**src/rtl/multicycle_controller_pkg.sv**
```systemverilog
// Shared definitions for the multi-cycle control unit: opcodes, ALU codes, FSM states, latched fields.
// Pure declarations (no latency, no backpressure).
package multicycle_controller_pkg;

  localparam logic [6:0] OP_R  = 7'b0110011;
  localparam logic [6:0] OP_I  = 7'b0010011;
  localparam logic [6:0] OP_LW = 7'b0000011;
  localparam logic [6:0] OP_SW = 7'b0100011;

  localparam logic [6:0] F7_ZERO = 7'b0000000;
  localparam logic [6:0] F7_ALT  = 7'b0100000;

  localparam logic [2:0] F3_ADD = 3'b000;
  localparam logic [2:0] F3_NOR = 3'b100;
  localparam logic [2:0] F3_OR  = 3'b110;
  localparam logic [2:0] F3_AND = 3'b111;
  localparam logic [2:0] F3_SLT = 3'b010;
  localparam logic [2:0] F3_W   = 3'b010;

  localparam logic [3:0] ALU_AND = 4'b0000;
  localparam logic [3:0] ALU_OR  = 4'b0001;
  localparam logic [3:0] ALU_ADD = 4'b0010;
  localparam logic [3:0] ALU_SUB = 4'b0110;
  localparam logic [3:0] ALU_SLT = 4'b0111;
  localparam logic [3:0] ALU_NOR = 4'b1100;

  typedef enum logic [2:0] {
    ST_IDLE,
    ST_FETCH,
    ST_DECODE,
    ST_EXEC,
    ST_MEM,
    ST_WB
  } state_t;

  typedef struct packed {
    logic [6:0] opcode;
    logic [2:0] funct3;
    logic [6:0] funct7;
  } fields_t;

  function automatic logic is_alu_op(input logic [6:0] op);
    return (op == OP_R) || (op == OP_I);
  endfunction

  function automatic logic is_mem_op(input logic [6:0] op);
    return (op == OP_LW) || (op == OP_SW);
  endfunction

  function automatic logic is_supported(input logic [6:0] op);
    return is_alu_op(op) || is_mem_op(op);
  endfunction

endpackage

```
**src/rtl/multicycle_controller_alu_cc_decoder.sv**
```systemverilog
// Combinational (opcode, funct3, funct7) -> ALU operation code, first matching row wins.
// Zero latency, no backpressure; unsupported opcodes decode to 0000.
module alu_cc_decoder
  import multicycle_controller_pkg::*;
(
  input  logic [6:0] opcode_i,
  input  logic [2:0] funct3_i,
  input  logic [6:0] funct7_i,
  output logic [3:0] alu_cc_o
);

  always_comb begin
    alu_cc_o = ALU_AND;
    if (is_alu_op(opcode_i)) begin
      if ((funct7_i == F7_ZERO) && (funct3_i == F3_ADD)) begin
        alu_cc_o = ALU_ADD;
      end else if (funct7_i == F7_ALT) begin
        alu_cc_o = ALU_SUB;
      end else if (funct3_i == F3_NOR) begin
        alu_cc_o = ALU_NOR;
      end else if (funct3_i == F3_OR) begin
        alu_cc_o = ALU_OR;
      end else if (funct3_i == F3_AND) begin
        alu_cc_o = ALU_AND;
      end else if (funct3_i == F3_SLT) begin
        alu_cc_o = ALU_SLT;
      end
    end else if (is_mem_op(opcode_i) && (funct3_i == F3_W)) begin
      // word loads/stores compute their address with an add
      alu_cc_o = ALU_ADD;
    end
  end

endmodule

```
**src/rtl/multicycle_controller.sv**
```systemverilog
// Sequenced FETCH/DECODE/EXEC/MEM/WB control unit; R/I 4 cycles, LW 5, SW 4 plus MEM waits.
// Stalls in FETCH until instr_valid and in MEM until mem_ready or MEM_TIMEOUT cycles elapse.
module multicycle_controller
  import multicycle_controller_pkg::*;
#(
  parameter int MEM_TIMEOUT = 15,
  parameter int CNT_W       = 32
) (
  input  logic             clk,
  input  logic             reset,
  input  logic [6:0]       opcode,
  input  logic [2:0]       funct3,
  input  logic [6:0]       funct7,
  input  logic             instr_valid,
  input  logic             mem_ready,
  output logic             fetch_req,
  output logic             reg_write,
  output logic             mem2reg,
  output logic             alu_src,
  output logic             mem_read,
  output logic             mem_write,
  output logic [3:0]       alu_cc,
  output logic             illegal,
  output logic             mem_err,
  output logic [CNT_W-1:0] instr_count
);

  localparam int WAIT_W = $clog2(MEM_TIMEOUT + 1);
  localparam logic [WAIT_W-1:0] WAIT_LAST = WAIT_W'(MEM_TIMEOUT - 1);

  state_t            state_q, state_d;
  fields_t           fields_q, fields_d;
  logic [WAIT_W-1:0] wait_q, wait_d;
  logic [CNT_W-1:0]  count_q, count_d;
  logic              mem_err_q, mem_err_d;
  logic [3:0]        dec_cc;
  logic              is_lw, is_sw, uses_imm, active;

  alu_cc_decoder u_alu_cc_decoder (
    .opcode_i (fields_q.opcode),
    .funct3_i (fields_q.funct3),
    .funct7_i (fields_q.funct7),
    .alu_cc_o (dec_cc)
  );

  assign is_lw    = (fields_q.opcode == OP_LW);
  assign is_sw    = (fields_q.opcode == OP_SW);
  assign uses_imm = (fields_q.opcode == OP_I) || is_lw || is_sw;
  assign active   = (state_q == ST_DECODE) || (state_q == ST_EXEC) ||
                    (state_q == ST_MEM)    || (state_q == ST_WB);

  always_ff @(posedge clk) begin
    if (!reset) begin
      state_q   <= ST_IDLE;
      fields_q  <= '0;
      wait_q    <= '0;
      count_q   <= '0;
      mem_err_q <= 1'b0;
    end else begin
      state_q   <= state_d;
      fields_q  <= fields_d;
      wait_q    <= wait_d;
      count_q   <= count_d;
      mem_err_q <= mem_err_d;
    end
  end

  always_comb begin
    state_d   = state_q;
    fields_d  = fields_q;
    wait_d    = '0;
    count_d   = count_q;
    mem_err_d = 1'b0;
    fetch_req = 1'b0;
    reg_write = 1'b0;
    mem2reg   = 1'b0;
    mem_read  = 1'b0;
    mem_write = 1'b0;
    illegal   = 1'b0;
    case (state_q)
      ST_IDLE: state_d = ST_FETCH;
      ST_FETCH: begin
        fetch_req = 1'b1;
        if (instr_valid) begin
          fields_d.opcode = opcode;
          fields_d.funct3 = funct3;
          fields_d.funct7 = funct7;
          state_d         = ST_DECODE;
        end
      end
      ST_DECODE: begin
        if (is_supported(fields_q.opcode)) begin
          state_d = ST_EXEC;
        end else begin
          illegal = 1'b1;
          state_d = ST_FETCH;
        end
      end
      ST_EXEC: state_d = is_mem_op(fields_q.opcode) ? ST_MEM : ST_WB;
      ST_MEM: begin
        mem_read  = is_lw;
        mem_write = is_sw;
        // ready takes precedence over a timeout landing on the same cycle
        if (mem_ready) begin
          if (is_lw) begin
            state_d = ST_WB;
          end else begin
            state_d = ST_FETCH;
            count_d = count_q + CNT_W'(1);
          end
        end else if (wait_q == WAIT_LAST) begin
          mem_err_d = 1'b1;
          state_d   = ST_FETCH;
        end else begin
          wait_d = wait_q + WAIT_W'(1);
        end
      end
      ST_WB: begin
        reg_write = 1'b1;
        mem2reg   = is_lw;
        state_d   = ST_FETCH;
        count_d   = count_q + CNT_W'(1);
      end
      default: state_d = ST_IDLE;
    endcase
  end

  // Held at zero outside an instruction so IDLE/FETCH never leak stale controls.
  assign alu_src     = active && uses_imm;
  assign alu_cc      = active ? dec_cc : 4'b0000;
  assign mem_err     = mem_err_q;
  assign instr_count = count_q;

endmodule

```
**config.mk**
```make
export PLATFORM = sky130hd
export DESIGN_NAME = multicycle_controller
export DESIGN_NICKNAME = d
export VERILOG_FILES = /design/src/rtl/multicycle_controller_pkg.sv /design/src/rtl/multicycle_controller_alu_cc_decoder.sv /design/src/rtl/multicycle_controller.sv
export SDC_FILE = /design/constraint.sdc
export NUM_CORES = 1
export LEC_CHECK = 0
export ABC_CLOCK_PERIOD_IN_PS = 1800
export CAP_MARGIN = 20
export CORE_AREA = 2 2 117 62
export DETAILED_ROUTE_END_ITERATION = 6
export DIE_AREA = 0 0 119 64
export MAX_ROUTING_LAYER = met4
export PLACE_DENSITY = 0.8
export SLEW_MARGIN = 20
export SYNTH_ARGS = -nofsm -noshare
export SYNTH_HDL_FRONTEND = slang
export SYNTH_HIERARCHICAL = 1
export SYNTH_SLANG_ARGS = --single-unit
export TNS_END_PERCENT = 1
```
**constraint.sdc**
```tcl
create_clock -name clk -period 1.8 [get_ports clk]
set_input_delay 0.36 -clock clk [delete_from_list [all_inputs] [get_ports clk]]
set_output_delay 0.36 -clock clk [all_outputs]
set_load 0.01 [all_outputs]
```
==> impl_metrics.tcl <==
set metrics [dict create \
    initial_core_util_pct 45.6 \
    path_cells "or4_4, or2_4, nor2_1, buf_2" \
    grt_pass1_vias 2696 \
    pwr-share-comb_pct 8.6 \
    num_rows 21 \
    dieArea_sq_mm 0.00762 \
    synth_top_area_share_pct 38.2 \
    yosysUniqueCellTypes 48 \
    synth_ff_type "dfxtp_1" \
    grt_max_degree 64 \
    cp_top_family "simple AND/OR/NAND/NOR gates" \
    crit_type "flop to output pin" \
    ys_seq_area_share_pct 38.2 \
    fin_crit_sh_pct 113 \
    avgSynthCellArea_sq_um 8.70 \
    fin_nets 488 \
    hold_class "primary input to flop" \
    setup_viol 34 \
    antenna_found_initial 0 \
    antenna_cells 0 \
    hpwl_um 5040 \
    irDropWorstVdd_uv 480 \
    critPathRequiredTime_ns 1.44 \
    synthesis.nets 368 \
    gr-total-overflow 0 \
    p_seq_share_pct 40.0 \
    syn-cell-area_sq_mm 0.00299 \
    core-area_sq_mm 0.00654 \
    cp_num_cells 4 \
    routedWlPerCell_um 13.7 \
    drv_cap 0 \
    cts_made_buffers 9 \
    crit_buf_inv 1 \
    fillCellCount 482 \
    powerDensity_mw_per_mm2 712 \
    power.leakage_nw 1.92 \
    clk_pin_slew_ns 0.05 \
    post-route-drc-count 0 \
    synth_warnings 6 \
    cp-end-kind "output pin" \
    finalHoldViolations 0 \
    synth_seq_cells 57 \
    yosysMostFrequentCell "nand2_1" \
    p_sw_mw 0.732 \
    fp.dieW_um 119 \
    p_sw_share_pct 22.4 \
    ant_nets 0 \
    cpPeakStageDelay_ns 0.54 \
    clkPwrFrac_pct 51.4 \
    rr_worst_depth 8 \
    max_slew_margin_pct 72.9 \
    multi_input_area_sq_mm 0.00187 \
    fin_util_pct 70.3 \
    vias_per_cell 5.05 \
    violations "negative setup slack" \
    crit_fanout 2 \
    worstSetupStartpointType "flop" \
    syn-instance-count 343 \
    clk_latency_ns 0.33 \
    layout_setup_ws_ns -0.230 \
    gp_congestion 0.853 \
    area_growth_pct 54.1 \
    die-height_um 64 \
    rsz0062_at_grt "true" \
    cts_tree "done" \
    fmax_ghz 0.493 \
    synth_common_cells "62 x nand2_1, 57 x dfxtp_1, 23 x and2_1" \
    min_path_cells 3 \
    finalMaxSlewViolations 0 \
    arrival_ns 1.67 \
    async_flop_share_pct 0 \
    regArea_sq_mm 0.00115 \
    drt_iter0_markers 148 \
    clkSinkCount 57 \
    clockBufferDepth 2 \
    drive_above_1_share_pct 28.4 \
    cts_htree_levels 3 \
    ioPinCount 65 \
    synth-edff-count 0 \
    grtUsageTotal_pct 21.8 \
    hold-worst-slack_ns 0.444 \
    fin_crit_ns 2.03 \
    yosys.area.top_type "dfxtp_1" \
    max_slew.worst_pin.slew_ns 0.407 \
    grt_pass1_wl_um 12600 \
    first_pass_iters 4 \
    cp_slowest_cell "or4_4" \
    io_buffers 64 \
    synth.area.top_cells "dfxtp_1 38%, nand2_1 7.8%, and2_1 4.8%" \
    wl_um 7690 \
    final.setup_skew_ns 0.00479 \
    status "finished with violations" \
    vias 2830 \
    cts_root_buf "clkbuf_16" \
    internal_power_mw 2.54 \
]
==> placed cells by master, fill, tap and decap left out, drive strengths merged, types with 3 or more instances in the layout <==
cell	n
clkdlybuf4s50	52
buf	72
o21ai	4
xor2	15
nor2	13
o21a	3
nand4	6
dfxtp	57
ha	4
and2	23
nand3b	6
nor2b	3
and4	6
clkinv	4
and3	10
nand2	62
a2111oi	7
a21boi	21
a21oi	12
xnor2	3
a211oi	4
inv	6
nand3	19
nor3	4
clkbuf	11
nand2b	10
mux2i	8
==> state kept, by name (all words and copies together), names as in the netlist <==
| name | count |
|---|---|
| wait_q | 4 |
| instr_count | 32 |
| state_q | 3 |
| fields_q | 17 |
| mem_err | 1 |
==> worst reg2reg max path, delay by kind of cell, from the launching register on <==
| family | cells | cell delay [ns] |
|---|---|---|
| compound gates | 3 | 0.37 |
| buf+inv | 3 | 0.47 |
| flops | 1 | 0.32 |
| simple gates | 2 | 0.72 |
==> cell type report <==
type / count / share of cell area (%)
clock buffers: 10 / 5.20
clock inverters: 6 / 1.25
inverters: 6 / 0.490
multi-input cells: 263 / 40.7
flip-flops and latches: 57 / 25.0
well taps: 92 / 2.50
repair buffers: 126 / 24.8
==> power by group through the flow <==
stage	Combinational (mW)	Clock, mW	Sequential [mW]
final	0.280	1.68	1.31
after global placement	0.259	0	1.33
after CTS	0.272	1.72	1.31
after floorplan	0.124	0	1.34
after global routing	0.308	1.79	1.31
after detailed placement	0.262	0	1.33
==> stage by stage <==
stage               total power, mW  area [sq um]  cells  setup TNS (ns)  setup WS (ns)
floorplan                      1.46          3000    343          -0.510        -0.0552
global placement               1.59          4110    538          -10.30         -0.406
detailed placement             1.59          4110    538          -11.47         -0.418
CTS                            3.30          4500    559           -4.13         -0.233
global route                   3.41          4600    560           -6.07         -0.312
finish                         3.27          4600    560           -3.76         -0.230
==> final timing paths <==
kind         slack (ns)    startpoint               to
max               -0.23  fields_q[15]          mem2reg
min                0.44         reset       state_q[1]
max reg2reg       -0.18  fields_q[15]  instr_count[26]
min reg2reg        0.46   fields_q[3]      fields_q[3]
==> routing by layer <==
metal,wire length [um],GRT usage [%]
met3,388,8.75
met5,0,-
met4,85,5.80
met2,3800,36.0
met1,3420,24.8
==> repair_timing <==
| item | in CTS | in global routing |
|---|---|---|
| pin swaps | 22 | 11 |
| gates cloned | 0 | 0 |
| setup buffers | 5 | 1 |
| endpoints found under the setup margin | 43 | 44 |
| hold buffers | 0 | 0 |
| resized for setup | 62 | 26 |
==> cell families after synthesis <==
family          count (synthesis)  synth area share (%)
buf+inv                        23                  3.65
simple gates                  173                  31.1
compound gates                 60                  17.4
mux                             8                  2.68
xor+xnor                       18                  5.28
flops                          57                  38.2
fa+ha+maj                       4                  1.68
No activity file was read; power rests on OpenSTA's default activity.
